$ cat src/rtl/start_trigger_pkg.sv
`default_nettype none
// ============================================================================
//  Module      : start_trigger_pkg
//  Description : Shared types and constants for the start_trigger block.
//                Holds the debounce FSM state encoding and a decode helper
//                for the debounced level.
//  Revision    : 1.0 - initial release
// ============================================================================
package start_trigger_pkg;

    // Width of the debounce FSM state register
    localparam int c_state_w = 2;

    // Debounce FSM states, explicitly encoded
    typedef enum logic [c_state_w-1:0] {
        ST_RELEASED    = 2'd0,
        ST_PRESS_CHK   = 2'd1,
        ST_PRESSED     = 2'd2,
        ST_RELEASE_CHK = 2'd3
    } db_state_t;

    // The debounced level is high once a press has been accepted and stays
    // high while a release is still being qualified.
    function automatic logic level_of(input db_state_t s);
        return (s == ST_PRESSED) || (s == ST_RELEASE_CHK);
    endfunction

endpackage : start_trigger_pkg
`default_nettype wire

$ cat src/rtl/start_trigger_ce_prescaler.sv
`default_nettype none
// ============================================================================
//  Module      : ce_prescaler
//  Description : Free-running modulo-PRESCALE counter producing a registered
//                one-cycle clock-enable tick once per PRESCALE clock cycles.
//                The tick is high for the cycle following each wrap.
//  Revision    : 1.0 - initial release
// ============================================================================
module ce_prescaler #(
    parameter int PRESCALE      = 100,
    parameter int PRESCALE_SIZE = 7
) (
    input  logic i_clk,
    input  logic i_nrst,
    output logic o_ce
);

    // Terminal count of the prescaler, sized to the counter
    localparam logic [PRESCALE_SIZE-1:0] c_last = PRESCALE_SIZE'(PRESCALE - 1);
    localparam logic [PRESCALE_SIZE-1:0] c_one  = PRESCALE_SIZE'(1);

    logic [PRESCALE_SIZE-1:0] r_cnt;
    logic                     r_ce;
    logic                     w_wrap;

    assign w_wrap = (r_cnt == c_last);

    // Count 0..PRESCALE-1 and register the wrap as the enable tick
    always_ff @(posedge i_clk or negedge i_nrst) begin
        if (!i_nrst) begin
            r_cnt <= '0;
            r_ce  <= 1'b0;
        end else begin
            if (w_wrap) begin
                r_cnt <= '0;
            end else begin
                r_cnt <= r_cnt + c_one;
            end
            r_ce <= w_wrap;
        end
    end

    assign o_ce = r_ce;

endmodule : ce_prescaler
`default_nettype wire

$ cat src/rtl/start_trigger.sv
`default_nettype none
// ============================================================================
//  Module      : start_trigger
//  Description : Turns a raw asynchronous trigger line into a clean one-cycle
//                start pulse for a downstream counter. The input is
//                synchronised, debounced on the prescaled tick, and a
//                qualified press issues o_start when the downstream block is
//                idle.
//                Build option START_TRIGGER_QUEUE_EN: when defined, a press
//                arriving while i_busy is high is held (depth one) and
//                released as soon as i_busy drops. When undefined, such a
//                press is dropped and o_pending is tied low.
//  Revision    : 1.0 - initial release
// ============================================================================
module start_trigger
    import start_trigger_pkg::*;
#(
    parameter int PRESCALE       = 100,
    parameter int PRESCALE_SIZE  = 7,
    parameter int DEBOUNCE_TICKS = 20,
    parameter int DEBOUNCE_SIZE  = 5
) (
    input  logic i_clk,
    input  logic i_nrst,
    input  logic i_btn,
    input  logic i_busy,
    output logic o_ce,
    output logic o_start,
    output logic o_pending,
    output logic o_btn_level
);

    // Counter value at which the final qualifying tick is seen
    localparam logic [DEBOUNCE_SIZE-1:0] c_db_last = DEBOUNCE_SIZE'(DEBOUNCE_TICKS - 1);
    localparam logic [DEBOUNCE_SIZE-1:0] c_db_one  = DEBOUNCE_SIZE'(1);

    logic                     w_ce;
    logic                     r_sync1;
    logic                     r_sync2;
    db_state_t                r_state;
    db_state_t                w_state_next;
    logic [DEBOUNCE_SIZE-1:0] r_db_cnt;
    logic [DEBOUNCE_SIZE-1:0] w_db_cnt_next;
    logic                     w_press;
    logic                     w_level_next;
    logic                     r_level;
    logic                     w_blocked;
    logic                     w_start_next;
    logic                     r_start;

    // ------------------------------------------------------------------
    // Clock-enable generation
    // ------------------------------------------------------------------
    ce_prescaler #(
        .PRESCALE      (PRESCALE),
        .PRESCALE_SIZE (PRESCALE_SIZE)
    ) u_ce_prescaler (
        .i_clk  (i_clk),
        .i_nrst (i_nrst),
        .o_ce   (w_ce)
    );

    // Two-flop synchroniser for the raw trigger line
    always_ff @(posedge i_clk or negedge i_nrst) begin
        if (!i_nrst) begin
            r_sync1 <= 1'b0;
            r_sync2 <= 1'b0;
        end else begin
            r_sync1 <= i_btn;
            r_sync2 <= r_sync1;
        end
    end

    // ------------------------------------------------------------------
    // Debounce FSM
    // ------------------------------------------------------------------

    // State and debounce-counter register
    always_ff @(posedge i_clk or negedge i_nrst) begin
        if (!i_nrst) begin
            r_state  <= ST_RELEASED;
            r_db_cnt <= '0;
        end else begin
            r_state  <= w_state_next;
            r_db_cnt <= w_db_cnt_next;
        end
    end

    // Next state: a level change must be held for DEBOUNCE_TICKS ticks
    always_comb begin
        w_state_next  = r_state;
        w_db_cnt_next = r_db_cnt;
        unique case (r_state)
            ST_RELEASED: begin
                if (r_sync2) begin
                    w_state_next  = ST_PRESS_CHK;
                    w_db_cnt_next = '0;
                end
            end
            ST_PRESS_CHK: begin
                if (!r_sync2) begin
                    w_state_next  = ST_RELEASED;
                    w_db_cnt_next = '0;
                end else if (w_ce) begin
                    if (r_db_cnt == c_db_last) begin
                        w_state_next  = ST_PRESSED;
                        w_db_cnt_next = '0;
                    end else begin
                        w_db_cnt_next = r_db_cnt + c_db_one;
                    end
                end
            end
            ST_PRESSED: begin
                if (!r_sync2) begin
                    w_state_next  = ST_RELEASE_CHK;
                    w_db_cnt_next = '0;
                end
            end
            ST_RELEASE_CHK: begin
                if (r_sync2) begin
                    w_state_next  = ST_PRESSED;
                    w_db_cnt_next = '0;
                end else if (w_ce) begin
                    if (r_db_cnt == c_db_last) begin
                        w_state_next  = ST_RELEASED;
                        w_db_cnt_next = '0;
                    end else begin
                        w_db_cnt_next = r_db_cnt + c_db_one;
                    end
                end
            end
            default: begin
                w_state_next  = ST_RELEASED;
                w_db_cnt_next = '0;
            end
        endcase
    end

    // FSM outputs: press event and the next debounced level
    always_comb begin
        w_press      = (r_state == ST_PRESS_CHK) && (w_state_next == ST_PRESSED);
        w_level_next = level_of(w_state_next);
    end

    // ------------------------------------------------------------------
    // Start issue / queueing
    // ------------------------------------------------------------------

    // A start cannot go out while downstream is busy, nor on the cycle
    // straight after another start.
    assign w_blocked = i_busy || r_start;

`ifdef START_TRIGGER_QUEUE_EN
    logic r_pending;
    logic w_pending_next;

    // Issue on an unblocked press or pending request; hold one blocked press
    always_comb begin
        w_start_next = !w_blocked && (w_press || r_pending);
        if (r_pending) begin
            w_pending_next = w_blocked;
        end else begin
            w_pending_next = w_press && w_blocked;
        end
    end

    // Pending-request flag
    always_ff @(posedge i_clk or negedge i_nrst) begin
        if (!i_nrst) begin
            r_pending <= 1'b0;
        end else begin
            r_pending <= w_pending_next;
        end
    end

    assign o_pending = r_pending;
`else
    // A blocked press is simply discarded
    always_comb begin
        w_start_next = w_press && !w_blocked;
    end

    assign o_pending = 1'b0;
`endif

    // Registered outputs, aligned with the FSM state update
    always_ff @(posedge i_clk or negedge i_nrst) begin
        if (!i_nrst) begin
            r_start <= 1'b0;
            r_level <= 1'b0;
        end else begin
            r_start <= w_start_next;
            r_level <= w_level_next;
        end
    end

    assign o_ce        = w_ce;
    assign o_start     = r_start;
    assign o_btn_level = r_level;

endmodule : start_trigger
`default_nettype wire
$ cat config.mk
export PLATFORM = sky130hd
export DESIGN_NAME = start_trigger
export DESIGN_NICKNAME = d
export VERILOG_FILES = /design/src/rtl/start_trigger_pkg.sv /design/src/rtl/start_trigger_ce_prescaler.sv /design/src/rtl/start_trigger.sv
export SDC_FILE = /design/constraint.sdc
export NUM_CORES = 1
export LEC_CHECK = 0
export ABC_AREA = 1
export ABC_CLOCK_PERIOD_IN_PS = 2800
export CAP_MARGIN = 20
export CORE_MARGIN = 4
export CORE_UTILIZATION = 58
export DETAILED_ROUTE_END_ITERATION = 16
export PLACE_DENSITY = 0.77
export SLEW_MARGIN = 40
export SYNTH_ARGS = -nofsm -noshare
export SYNTH_HDL_FRONTEND = slang
export SYNTH_SLANG_ARGS = --single-unit
$ cat constraint.sdc
create_clock -name i_clk -period 2.8 [get_ports i_clk]
set_input_delay 0.56 -clock i_clk [delete_from_list [all_inputs] [get_ports i_clk]]
set_output_delay 0.56 -clock i_clk [all_outputs]
set_load 0.005 [all_outputs]
# Word level (Yosys, flattened, before mapping)
# Cells that the tools add are included.
[totals]
regBits = 19
input_bits = 4
out_inout_bits = 4
word_cells = 43
[classes]
n_addsub = 2
eq_ne = 9
n_mux = 17
reduce_logical = 7
[op_table]
columns = ["cell", "count"]
rows = [
  ["two-way mux 5 bit", 6],
  ["case mux 5 bit (4 select lines)", 1],
  ["two-way mux 2 bit", 8],
  ["equality test 2 bit (second input constant)", 4],
  ["case mux 2 bit (4 select lines)", 1],
  ["adder 7 x 1 -> 7 bit (second input constant)", 1],
  ["equality test 7 bit (second input constant)", 1],
  ["two-way mux 7 bit", 1],
  ["adder 5 x 1 -> 5 bit (second input constant)", 1],
  ["equality test 5 bit (second input constant)", 1],
  ["inequality test 2 bit (second input constant)", 2],
  ["equality test 2 x 1 -> 1 bit (second input constant)", 1],
  ["logical AND 1 bit", 2],
  ["logical NOT 2 bit", 1],
  ["logical OR 1 bit", 2],
  ["AND reduction 2 bit", 1],
  ["logical NOT 1 bit", 1],
]

# Depth between registers and ports, before layout
# Gate-level depths: netlist of the first run.
[logic_depth]
depth_word = 8
mapped_depth = 8
ltp_nobuf = 8

# By module
# Synthesis of the first run repeated with hierarchy kept, for this count alone.
[unflattened]
hier_cells = 111
hier_area_um2 = 912.1
[modules_own_cells]
columns = ["mod", "n_inst", "cells_each", "area_per_inst_um2", "seq_area_each_um2"]
rows = [
  ["start_trigger", 1, 68, 525.5, 250.2],
  ["ce_prescaler", 1, 43, 386.6, 200.2],
]

# Least setup slack after synthesis of the first run
# No wires, ideal clock.
[synth_path]
kind = "flip-flop to flip-flop"
start = "register r_db_cnt[0]"
end = "register r_db_cnt[3]"
setup_time_ns = 0.065
t_arrival_ns = 1.023
t_required_ns = 2.735
path_slack_ns = 1.713
stages_incl_launch_ff = 9
path_buffers = 0
synth_period_minus_slack_ns = 1.087
cell_sequence = "dfrtp_1 > ha_1 > nand2_1 > clkinv_1 > nand2_2 > nor2_4 > nor2_2 > nand2_1 > nand2_1"
[synth_via]
elab_chain_cells = 5
elab_cells_between_ends = 7
classes_between = "add/sub (1); eq/ne (1); mux (5)"
[synth_lines]
columns = ["item", "line", "rtl"]
rows = [
  ["start, declared", "start_trigger.sv:42", "logic [DEBOUNCE_SIZE-1:0] r_db_cnt;"],
  ["start signal, assigned", "start_trigger.sv:85", "r_db_cnt <= w_db_cnt_next;"],
  ["adder 5 x 1 -> 5 bit / equality test 5 bit (equally long branches)", "--", ""],
  ["two-way mux 5 bit *", "start_trigger.sv:105, start_trigger.sv:124", ""],
  ["two-way mux 5 bit *", "start_trigger.sv:104", "end else if (w_ce) begin"],
  ["two-way mux 5 bit (on tied branches)", "start_trigger.sv:120, start_trigger.sv:101", ""],
  ["case mux 5 bit (4 select lines) *", "start_trigger.sv:93", "unique case (r_state)"],
]
# Every way passes the cells marked *; elsewhere a longest branch is shown, timed or not.
# A chain may end at the register's enable or synchronous reset.

# Worst setup path after layout of the first run
[layout_path]
start = "register u_ce_prescaler.r_ce, in the netlist u_ce_prescaler.o_ce"
end = "output port o_ce"
[layout_lines]
columns = ["item", "line", "rtl"]
rows = [
  ["start, declared", "start_trigger_ce_prescaler.sv:23", "logic r_ce;"],
  ["start signal, assigned", "start_trigger_ce_prescaler.sv:39", "r_ce <= w_wrap;"],
  ["end, declared", "start_trigger.sv:27", "output logic o_ce,"],
]
# No word-level cell between the ends.

==> impl_results.md, run 1 <==
- Clock Path Buffers: 2
- Finished Layout Cells: 121
- Unrepaired setup endpoints after global routing: no
- R2R depth: 8
- Nets: 113
- Crit Path Class: reg -> out
- Slew Viols, Final: 0
- CP Launch Type: register
- Yosys top cell area share: 0.539
- CP endpoint kind: primary output
- Fin area: 975 µm²
- Net load switching power: 0.0815 mW
- # resized after CTS: 0
- Ant diodes: 0
- Delay-heaviest family, CP: buffers and inverters
- Commonest non-fill, non-tap cell in the layout: nand2_1
- Leading area contributor after synthesis: dfrtp_1
- Final core utilization: 0.713
- H-tree depth: 1
- Gpl congestion: 0.804
- R2r startpoint: r_db_cnt[0]$_DFFE_PN0P_
- Fin. Hold Viols: 0
- Min Tclk post-route: 1760 ps
- Share of cells above drive strength 1: 0.0943
- # rows: 13
- Reg2Reg Setup Slack: 1580 ps
- Max Freq: 0.567 GHz
- Total of warnings raised by yosys: 0
- # IOs: 8
- Slowest stage delay, CP: 520 ps
- Placed instance count: 117
- Critical path depth: 1
- Dpl ws: 1220 ps
- Area Growth Syn to Fin: 10.5%
- Crit path max fanout: 4
- Largest net degree at the start of global routing: 20
- Cell variety after synth: 22
- Clk_skew: 5.15 ps
- Clk root buf: clkbuf_4
- Leakage power total: 0.486 nW
- Register area share after synthesis: 0.539
- First-pass GRT wire length: 2390 µm
- Post-Syn Area: 882 µm²
- Routed wire length: 1250 µm
- Core Area: 0.00137 mm²
- DRT iter0 DRCs: 8
- Worst Path Required: 2240 ps
- Most frequent cells in the layout: 26 x nand2_1, 19 x dfrtp_1, 11 x nor2_1
- Vias in the first global route: 574
- Grt ovf: 0
- Cell count after synthesis: 97
- TritonCTS clock tree: done
- Final Setup Violations: 0
- Combinational power share: 0.039
- Tcrit/Tclk final: 0.629
- Port-buffer cells: 6
- Syn_area_per_cell: 9.09 µm²
- First-pass iteration count of the detailed router: 4
- Max VDD drop: 0.297 mV
- Worst Path Buf+Inv: 1
- Internal: 0.337 mW
- Clk network pwr share: 0.298
- Latest clock arrival within the worst-skew pair: 280 ps
- Post-DP Area: 953 µm²
- Setup ws final: 1040 ps
- Post-CTS setup buffer count: 0
- CP endpoint: o_ce
- CTS Sinks: 19
- Antenna violations before repair: 0
- Post-route setup TNS: 0 ps
- Hold Worst Slack: 190 ps
- Via count: 614
- Via-to-Cell Ratio: 5.07
- Die Wd: 47 µm
- Drt drc: 0
- Synthesized Nets: 103
- Net switching share of the total power: 0.195
- Worst-path clk slew: 90 ps
- Reg power frac: 0.664
- Hold buffers post-CTS: 0
- Die H: 47 µm
- Area contributors post-synth: dfrtp_1 54%, nand2_1 11%, nor2_1 4.7%
- Worst path cell trace: clkdlybuf4s50_1
- FF-to-FF End: r_db_cnt[2]$_DFFE_PN0P_
- Wirelength per Cell: 10.3 µm
- Worst Hold Class: in -> async
- Global Route Usage Sum: 0.155
- Pwr dens: 430 mW/mm²
- Starting Density: 0.646
- CTS Buf Count: 3
- Filler cell count: 110
- ANT nets after route: 0
- Status: complete, no violations
- DP HPWL: 1010 µm
- Die ar.: 0.00221 mm²
- Post-layout total power: 0.419 mW
- Max Cap Violations: 0
- Crit. Startpoint: u_ce_prescaler.o_ce$_DFF_PN0_
- Slowest cell on crit path: clkdlybuf4s50_1
- Synthesis-stage register bit count: 19
- Crit path DAT: 1200 ps
==> worst min-delay path by stage <==
| stage | start | to | slack, ps | cells past startpoint |
|---|---|---|---|---|
| 6_report | i_nrst | o_btn_level$_DFF_PN0_ | 190 | 1 |
| 5_1_grt | i_nrst | o_start$_DFF_PN0_ | 200 | 1 |
| 4_1_cts | r_sync1$_DFF_PN0_ | r_sync2$_DFF_PN0_ | 360 | 0 |
| 3_5_place_dp | r_sync1$_DFF_PN0_ | r_sync2$_DFF_PN0_ | 340 | 0 |
| 3_3_place_gp | r_sync1$_DFF_PN0_ | r_sync2$_DFF_PN0_ | 330 | 0 |
| 2_1_floorplan | i_nrst | o_btn_level$_DFF_PN0_ | 260 | 0 |
==> final cells by class <==
type	count	area, µm²	share of cell area
multi-input cells	67	348	0.357
repair buffers	6	55.1	0.0565
well taps	15	18.8	0.0193
clock buffers	4	26.3	0.0270
inverters	10	51.3	0.0526
flip-flops and latches	19	475	0.488
==> synthesized netlist by cell type <==
master    number
o21ai_0        2
clkinv_1       1
nand2_2        2
dfrtp_1       19
nor2_2         2
o22ai_1        1
o21ai_1        2
nor2_1        11
xor2_1         4
a21oi_1        2
or3_1          1
xnor2_1        3
a21boi_1       1
ha_1           2
bufinv_8       1
conb_1         1
inv_1          8
nand3_1        5
nor2_4         1
nand3b_1       1
nand2_1       26
buf_4          1
==> layer usage <==
metal | up-vias | share of wire | global-route usage
li1 | 322 | - | -
met1 | 286 | 0.48 | 0.206
met2 | 4 | 0.49 | 0.247
met3 | 2 | 0.022 | 0.0230
met4 | 0 | 0.0096 | 0.0829
met5 | - | 0 | 0
==> flip-flops by register name (all words and copies together) (netlist names) <==
register / cells
r_db_cnt: 5
r_sync2: 1
r_sync1: 1
r_state: 2
u_ce_prescaler.r_cnt: 7
u_ce_prescaler.o_ce: 1
o_btn_level: 1
o_start: 1
==> power by group through the flow <==
stage | Clock, mW | Sequential [mW] | Combinational (mW)
detailed placement | 0 | 0.283 | 0.0171
global route | 0.143 | 0.278 | 0.0187
CTS | 0.133 | 0.278 | 0.0171
finish | 0.125 | 0.278 | 0.0161
global placement | 0 | 0.283 | 0.0166
floorplan | 0 | 0.283 | 0.00763
==> cell families (layout without fill, tap and decap cells) <==
| logic type | after synthesis | in the layout | share of synthesized area |
|---|---|---|---|
| simple gates | 49 | 49 | 0.243 |
| flops | 19 | 19 | 0.539 |
| buf+inv | 11 | 20 | 0.0667 |
| compound gates | 8 | 8 | 0.0497 |
| xor+xnor | 7 | 7 | 0.0695 |
| fa+ha+maj | 2 | 2 | 0.0284 |
| other cells | 1 | 1 | 0.00425 |
Note: power is estimated with default switching activity, not from simulation.
==> inputs of run 2 (changes only) <==
- ABC_CLOCK_PERIOD_IN_PS: 2800 -> 1500
- CORE_UTILIZATION: 58 -> 49
- PLACE_DENSITY: 0.77 -> 0.69
- clock period: 2.8 -> 1.5 ns (I/O delays scaled with it)
==> run 2 against run 1 <==
  * Via count is 2.1% higher
  * Combinational power is 100% higher
  * First-iteration DRC count is 13% lower
  * Sequential power is 87% higher
  * Critical path depth stayed put
  * Critical path type unchanged
  * Highest routed layer unchanged
==> impl_results.md, run 2 (synthesis results as in run 1) <==
- Grt ovf: 0 (unchanged)
- CTS Buf Count: 3 (unchanged)
- Commonest non-fill, non-tap cell in the layout: nand2_1 (unchanged)
- Ant diodes: 0 (unchanged)
- Hold buffers post-CTS: 0 (unchanged)
- Max Cap Violations: 0 (unchanged)
- Max VDD drop: 0.488 mV (was 0.297 mV)
- Wirelength per Cell: 9.78 µm (was 10.3 µm)
- Max reg flops: 7 (unchanged)
- Filler cell count: 148 (was 110)
- TritonCTS clock tree: done (unchanged)
- Worst path cell trace: clkdlybuf4s50_1 (unchanged)
- Starting Density: 0.516 (was 0.646)
- Clk_skew: 9.97 ps (was 5.15 ps)
- Leakage power total: 0.515 nW (was 0.486 nW)
- Worst Hold Class: in -> async (unchanged)
- Setup ws final: 79.5 ps (was 1040 ps)
- Unrepaired setup endpoints after global routing: no (unchanged)
- Final core utilization: 0.591 (was 0.713)
- Fin area: 0.00101 mm² (was 975 µm²)
- Max Freq: 0.704 GHz
- Drt drc: 0 (unchanged)
- Slowest stage delay, CP: 490 ps (was 520 ps)
- Port-buffer cells: 6 (unchanged)
- Tcrit/Tclk final: 0.947
- Final Setup Violations: 0 (unchanged)
- Crit Path Class: reg -> out (unchanged)
- ANT nets after route: 0 (unchanged)
- Global Route Usage Sum: 0.128 (was 0.155)
- Via-to-Cell Ratio: 4.71 (was 5.07)
- DP HPWL: 1000 µm (was 1010 µm)
- Hold Worst Slack: 315 ps (was 190 ps)
- Post-route setup TNS: 0 ps (unchanged)
- Area Growth Syn to Fin: 14.5% (was 10.5%)
- Routed wire length: 1300 µm (was 1250 µm)
- Clk root buf: clkbuf_4 (unchanged)
- CP endpoint kind: primary output (unchanged)
- Dpl ws: 287 ps (was 1220 ps)
- Vias in the first global route: 626 (was 574)
- Most flops, register: u_ce_prescaler.r_cnt (unchanged)
- Worst-path clk slew: 110 ps (was 90 ps)
- Status: complete, no violations (unchanged)
- # IOs: 8 (unchanged)
- Share of cells above drive strength 1: 0.102 (was 0.0943)
- Die H: 50.4 µm (was 47 µm)
- Pwr dens: 797 mW/mm² (was 430 mW/mm²)
- Delay-heaviest family, CP: buffers and inverters (unchanged)
- Fin. Hold Viols: 0 (unchanged)
- Via count: 627 (was 614)
- Post-DP Area: 973 µm² (was 953 µm²)
- Crit path DAT: 1120 ps (was 1200 ps)
- Largest regs: u_ce_prescaler.r_cnt x7, r_db_cnt x5, r_state x2 (unchanged)
- First-pass iteration count of the detailed router: 4 (unchanged)
- Clock Path Buffers: 2 (unchanged)
- Most frequent cells in the layout: 26 x nand2_1, 19 x dfrtp_1, 11 x nor2_1 (unchanged)
- Gpl congestion: 0.786 (was 0.804)
- CTS Sinks: 19 (unchanged)
- Min Tclk post-route: 1420 ps
- Nets: 115 (was 113)
- CP Launch Type: register (unchanged)
- Die ar.: 0.00254 mm² (was 0.00221 mm²)
- Antenna violations before repair: 0 (unchanged)
- Slowest cell on crit path: clkdlybuf4s50_1 (unchanged)
- # rows: 15 (was 13)
- Die Wd: 50.4 µm (was 47 µm)
- Worst Path Buf+Inv: 1 (unchanged)
- Largest net degree at the start of global routing: 20 (unchanged)
- Core Area: 0.00171 mm² (was 0.00137 mm²)
- Worst Path Required: 1200 ps (was 2240 ps)
- Slew Viols, Final: 0 (unchanged)
- Crit path max fanout: 2 (was 4)
- First-pass GRT wire length: 2460 µm (was 2390 µm)
- H-tree depth: 1 (unchanged)
- DRT iter0 DRCs: 7 (was 8)
- Latest clock arrival within the worst-skew pair: 290 ps (was 280 ps)
## run 2: cell count changes in the layout (fill, tap and decap cells not counted)
cell	delta
buf_4	+2
dlymetal6s2s_1	+1
buf_2	-1
## run 2: per-stage QoR
stage | std cells | power [mW]
after floorplan | 97 | 0.543
final | 133 | 0.805
after detailed placement | 128 | 0.563
after global placement | 128 | 0.563
after CTS | 133 | 0.815
after global routing | 133 | 0.836
## run 2: what timing repair did
action,CTS,global route
resized for setup,0,1
buffers inserted,1,0
endpoints found under the setup margin,1,1
## run 2: per-layer routing
layer	vias to the layer above	share of wire	GRT usage
met5	-	0	0
met4	0	0.022	0.0448
met3	5	0.039	0.0564
met2	14	0.46	0.200
met1	287	0.47	0.157
li1	321	-	-
## run 2: worst paths after layout
path	from	endpoint	slack (ps)	cells after the start
setup reg to reg	r_db_cnt[1]$_DFFE_PN0P_	r_state[1]$_DFF_PN0_	270	8
setup / recovery	o_start$_DFF_PN0_	o_start	80	1
hold / removal	i_nrst	r_db_cnt[2]$_DFFE_PN0P_	320	2
hold reg to reg	r_sync1$_DFF_PN0_	r_sync2$_DFF_PN0_	360	0
min in group i_clk	r_sync1$_DFF_PN0_	r_sync2$_DFF_PN0_	360	0
max in group asynchronous	i_nrst	u_ce_prescaler.r_cnt[2]$_DFF_PN0_	980	2
## run 2: power by group
part	switching (mW)	leakage (nW)	internal (mW)	total, mW
logic	0.0193	0.256	0.0136	0.0329
registers	0.00306	0.244	0.516	0.519
clock network	0.150	0.0150	0.103	0.253
total	0.172	0.515	0.633	0.805
## run 2: area by class of cell
| class | instances | area, µm² | share of cell area |
|---|---|---|---|
| clock buffer | 4 | 26.3 | 0.0260 |
| inverter | 10 | 51.3 | 0.0508 |
| multi-input combinational | 67 | 348 | 0.344 |
| sequential | 19 | 475 | 0.471 |
| tap | 25 | 31.3 | 0.0310 |
| timing repair buffer | 8 | 77.6 | 0.0768 |
==> inputs of run 3 (changes only) <==
- ABC_CLOCK_PERIOD_IN_PS: 1500 -> 1400
- CORE_UTILIZATION: 49 -> 54
- PLACE_DENSITY: 0.69 -> 0.73
- clock period: 1.5 -> 1.4 ns (I/O delays scaled with it)
==> run 3 against run 2 <==
  * Worst hold slack lost 16 ps
  * Register-to-register slack got worse by 90 ps
  * Routed wire length up 7.2%
  * Global-route usage is 0.55 points higher
  * Final cell count shrank 6.8%
  * Core utilization up 6.2 points
  * Critical path type unchanged
  * Largest power group unchanged
==> impl_results.md, run 3 (synthesis results as in run 1) <==
- Die H: 48.4 µm (was 50.4 µm)
- Max Freq: 0.813 GHz
- Ant diodes: 0 (unchanged)
- Largest regs: u_ce_prescaler.r_cnt x7, r_db_cnt x5, r_state x2 (unchanged)
- Final Setup Violations: 0 (unchanged)
- Min Tclk post-route: 1230 ps
- Die Wd: 48.4 µm (was 50.4 µm)
- Grt ovf: 0 (unchanged)
- Latest clock arrival within the worst-skew pair: 290 ps (about the same)
- Status: complete, no violations (unchanged)
- Worst Path Buf+Inv: 1 (unchanged)
- Die ar.: 0.00234 mm² (was 0.00254 mm²)
- Commonest non-fill, non-tap cell in the layout: nand2_1 (unchanged)
- Placed instance count: 119 (was 128)
- Slowest cell on crit path: dfrtp_1 (was clkdlybuf4s50_1)
- Unrepaired setup endpoints after global routing: no (unchanged)
- Vias in the first global route: 609 (was 626)
- DP HPWL: 1040 µm (was 1000 µm)
- CTS Sinks: 19 (unchanged)
- Delay-heaviest family, CP: flip-flops (was buffers and inverters)
- Worst-path clk slew: 100 ps (was 110 ps)
- Starting Density: 0.579 (was 0.516)
- CP Launch Type: register (unchanged)
- Reg power frac: 0.647 (was 0.645)
- Fin. Hold Viols: 0 (unchanged)
- Antenna violations before repair: 0 (unchanged)
- Routed wire length: 1400 µm (was 1300 µm)
- Most frequent cells in the layout: 26 x nand2_1, 19 x dfrtp_1, 11 x nor2_1 (unchanged)
- Pwr dens: 863 mW/mm² (was 797 mW/mm²)
- Clk network pwr share: 0.312 (was 0.314)
- Slowest stage delay, CP: 400 ps (was 490 ps)
- # rows: 14 (was 15)
- Clk_skew: 3.71 ps (was 9.97 ps)
- Port-buffer cells: 6 (unchanged)
- Crit Path Class: reg -> out (unchanged)
- Share of cells above drive strength 1: 0.102 (unchanged)
- CP endpoint kind: primary output (unchanged)
- Hold buffers post-CTS: 0 (unchanged)
- Leakage power total: 0.525 nW (was 0.515 nW)
- Worst Path Required: 1120 ps (was 1200 ps)
- Max VDD drop: 0.602 mV (was 0.488 mV)
- Nets: 115 (unchanged)
- Net load switching power: 0.181 mW (was 0.172 mW)
- Worst path cell trace: dlygate4sd2_1 (was clkdlybuf4s50_1)
- Net switching share of the total power: 0.211 (was 0.214)
- DRT iter0 DRCs: 7 (unchanged)
- Worst Hold Class: in -> async (unchanged)
- CTS Buf Count: 3 (unchanged)
- Global Route Usage Sum: 0.134 (was 0.128)
- ANT nets after route: 0 (unchanged)
- Largest net degree at the start of global routing: 20 (unchanged)
- Post-route setup TNS: 0 ps (unchanged)
- Area Growth Syn to Fin: 12.9% (was 14.5%)
- Max Cap Violations: 0 (unchanged)
- Tcrit/Tclk final: 0.879
- Wirelength per Cell: 11.3 µm (was 9.78 µm)
- Final core utilization: 0.654 (was 0.591)
- Via count: 633 (was 627)
- Most flops, register: u_ce_prescaler.r_cnt (unchanged)
- Finished Layout Cells: 124 (was 133)
- Gpl congestion: 0.774 (was 0.786)
- Core Area: 0.00152 mm² (was 0.00171 mm²)
- Via-to-Cell Ratio: 5.10 (was 4.71)
- Filler cell count: 126 (was 148)
- H-tree depth: 1 (unchanged)
- Drt drc: 0 (unchanged)
- Combinational power share: 0.041 (about the same)
- TritonCTS clock tree: done (unchanged)
- Max reg flops: 7 (unchanged)
- Clk root buf: clkbuf_4 (unchanged)
- Clock Path Buffers: 2 (unchanged)
- # IOs: 8 (unchanged)
- Slew Viols, Final: 0 (unchanged)
- First-pass GRT wire length: 2450 µm (was 2460 µm)
- Crit path DAT: 950 ps (was 1120 ps)
- First-pass iteration count of the detailed router: 4 (unchanged)
- Crit path max fanout: 2 (unchanged)
- Internal: 0.678 mW (was 0.633 mW)
run 3: cell types whose count changed in the layout (fill, tap and decap cells not counted), sizes merged:
cell,previous run,this run
clkdlybuf4s50,5,3
dlygate4sd2,0,2
run 3: path summary, 6_finish.rpt:
kind                                                from                                 to  slack (ps)  cells past startpoint
hold / removal                                    i_nrst  u_ce_prescaler.r_cnt[1]$_DFF_PN0_         300                      2
min in group i_clk                     r_sync1$_DFF_PN0_                  r_sync2$_DFF_PN0_         370                      0
max in group asynchronous                         i_nrst      u_ce_prescaler.o_ce$_DFF_PN0_         910                      2
hold reg to reg                        r_sync1$_DFF_PN0_                  r_sync2$_DFF_PN0_         370                      0
setup reg to reg                 r_db_cnt[0]$_DFFE_PN0P_            r_db_cnt[4]$_DFFE_PN0P_         180                      8
setup / recovery           u_ce_prescaler.o_ce$_DFF_PN0_                               o_ce         170                      1
run 3: power by group through the flow:
stage | Clock, mW | Combinational (mW) | Sequential, mW
after floorplan | 0 | 0.0153 | 0.566
after global placement | 0 | 0.0363 | 0.566
after detailed placement | 0 | 0.0367 | 0.567
after CTS | 0.276 | 0.0366 | 0.556
after global routing | 0.299 | 0.0405 | 0.557
final | 0.268 | 0.0357 | 0.556
run 3: timing repair:
action | 4_1_cts | 5_1_grt
setup buffers | 1 | 0
endpoints found under the setup margin | 2 | 1
gates resized for setup | 2 | 1
cloned | 0 | 0
run 3: final cells by class:
class,count,area (µm²),area share
multi-input combinational,67,348,0.349
inverter,10,51.3,0.0515
clock buffer,4,26.3,0.0264
sequential,19,475,0.477
timing repair buffer,8,75.1,0.0754
tap,16,20.0,0.0201
run 3: worst reg2reg max path: cells and delay by family (launching register included):
kind	cells	cell delay (ps)
simple gates	6	450
buf+inv	1	80
fa+ha+maj	1	220
flops	1	410
run 3: routing by layer:
layer | wire length (µm) | share of wire | track usage | vias up
met5 | 0 | 0 | 0 | -
met3 | 61 | 0.044 | 0.0368 | 5
met2 | 667 | 0.48 | 0.204 | 14
met1 | 624 | 0.45 | 0.165 | 297
met4 | 42 | 0.030 | 0.0829 | 0
li1 | - | - | - | 317
run 3: metrics by stage:
stage / setup WS (ps) / area, µm² / hold WS [ps] / power, mW
after floorplan: 313 / 882 / -15.6 / 0.581
after global placement: 224 / 962 / 334 / 0.603
after detailed placement: 211 / 962 / 352 / 0.604
after CTS: 3.03 / 993 / 301 / 0.869
after global routing: 74.2 / 996 / 308 / 0.896
final: 170 / 996 / 299 / 0.860
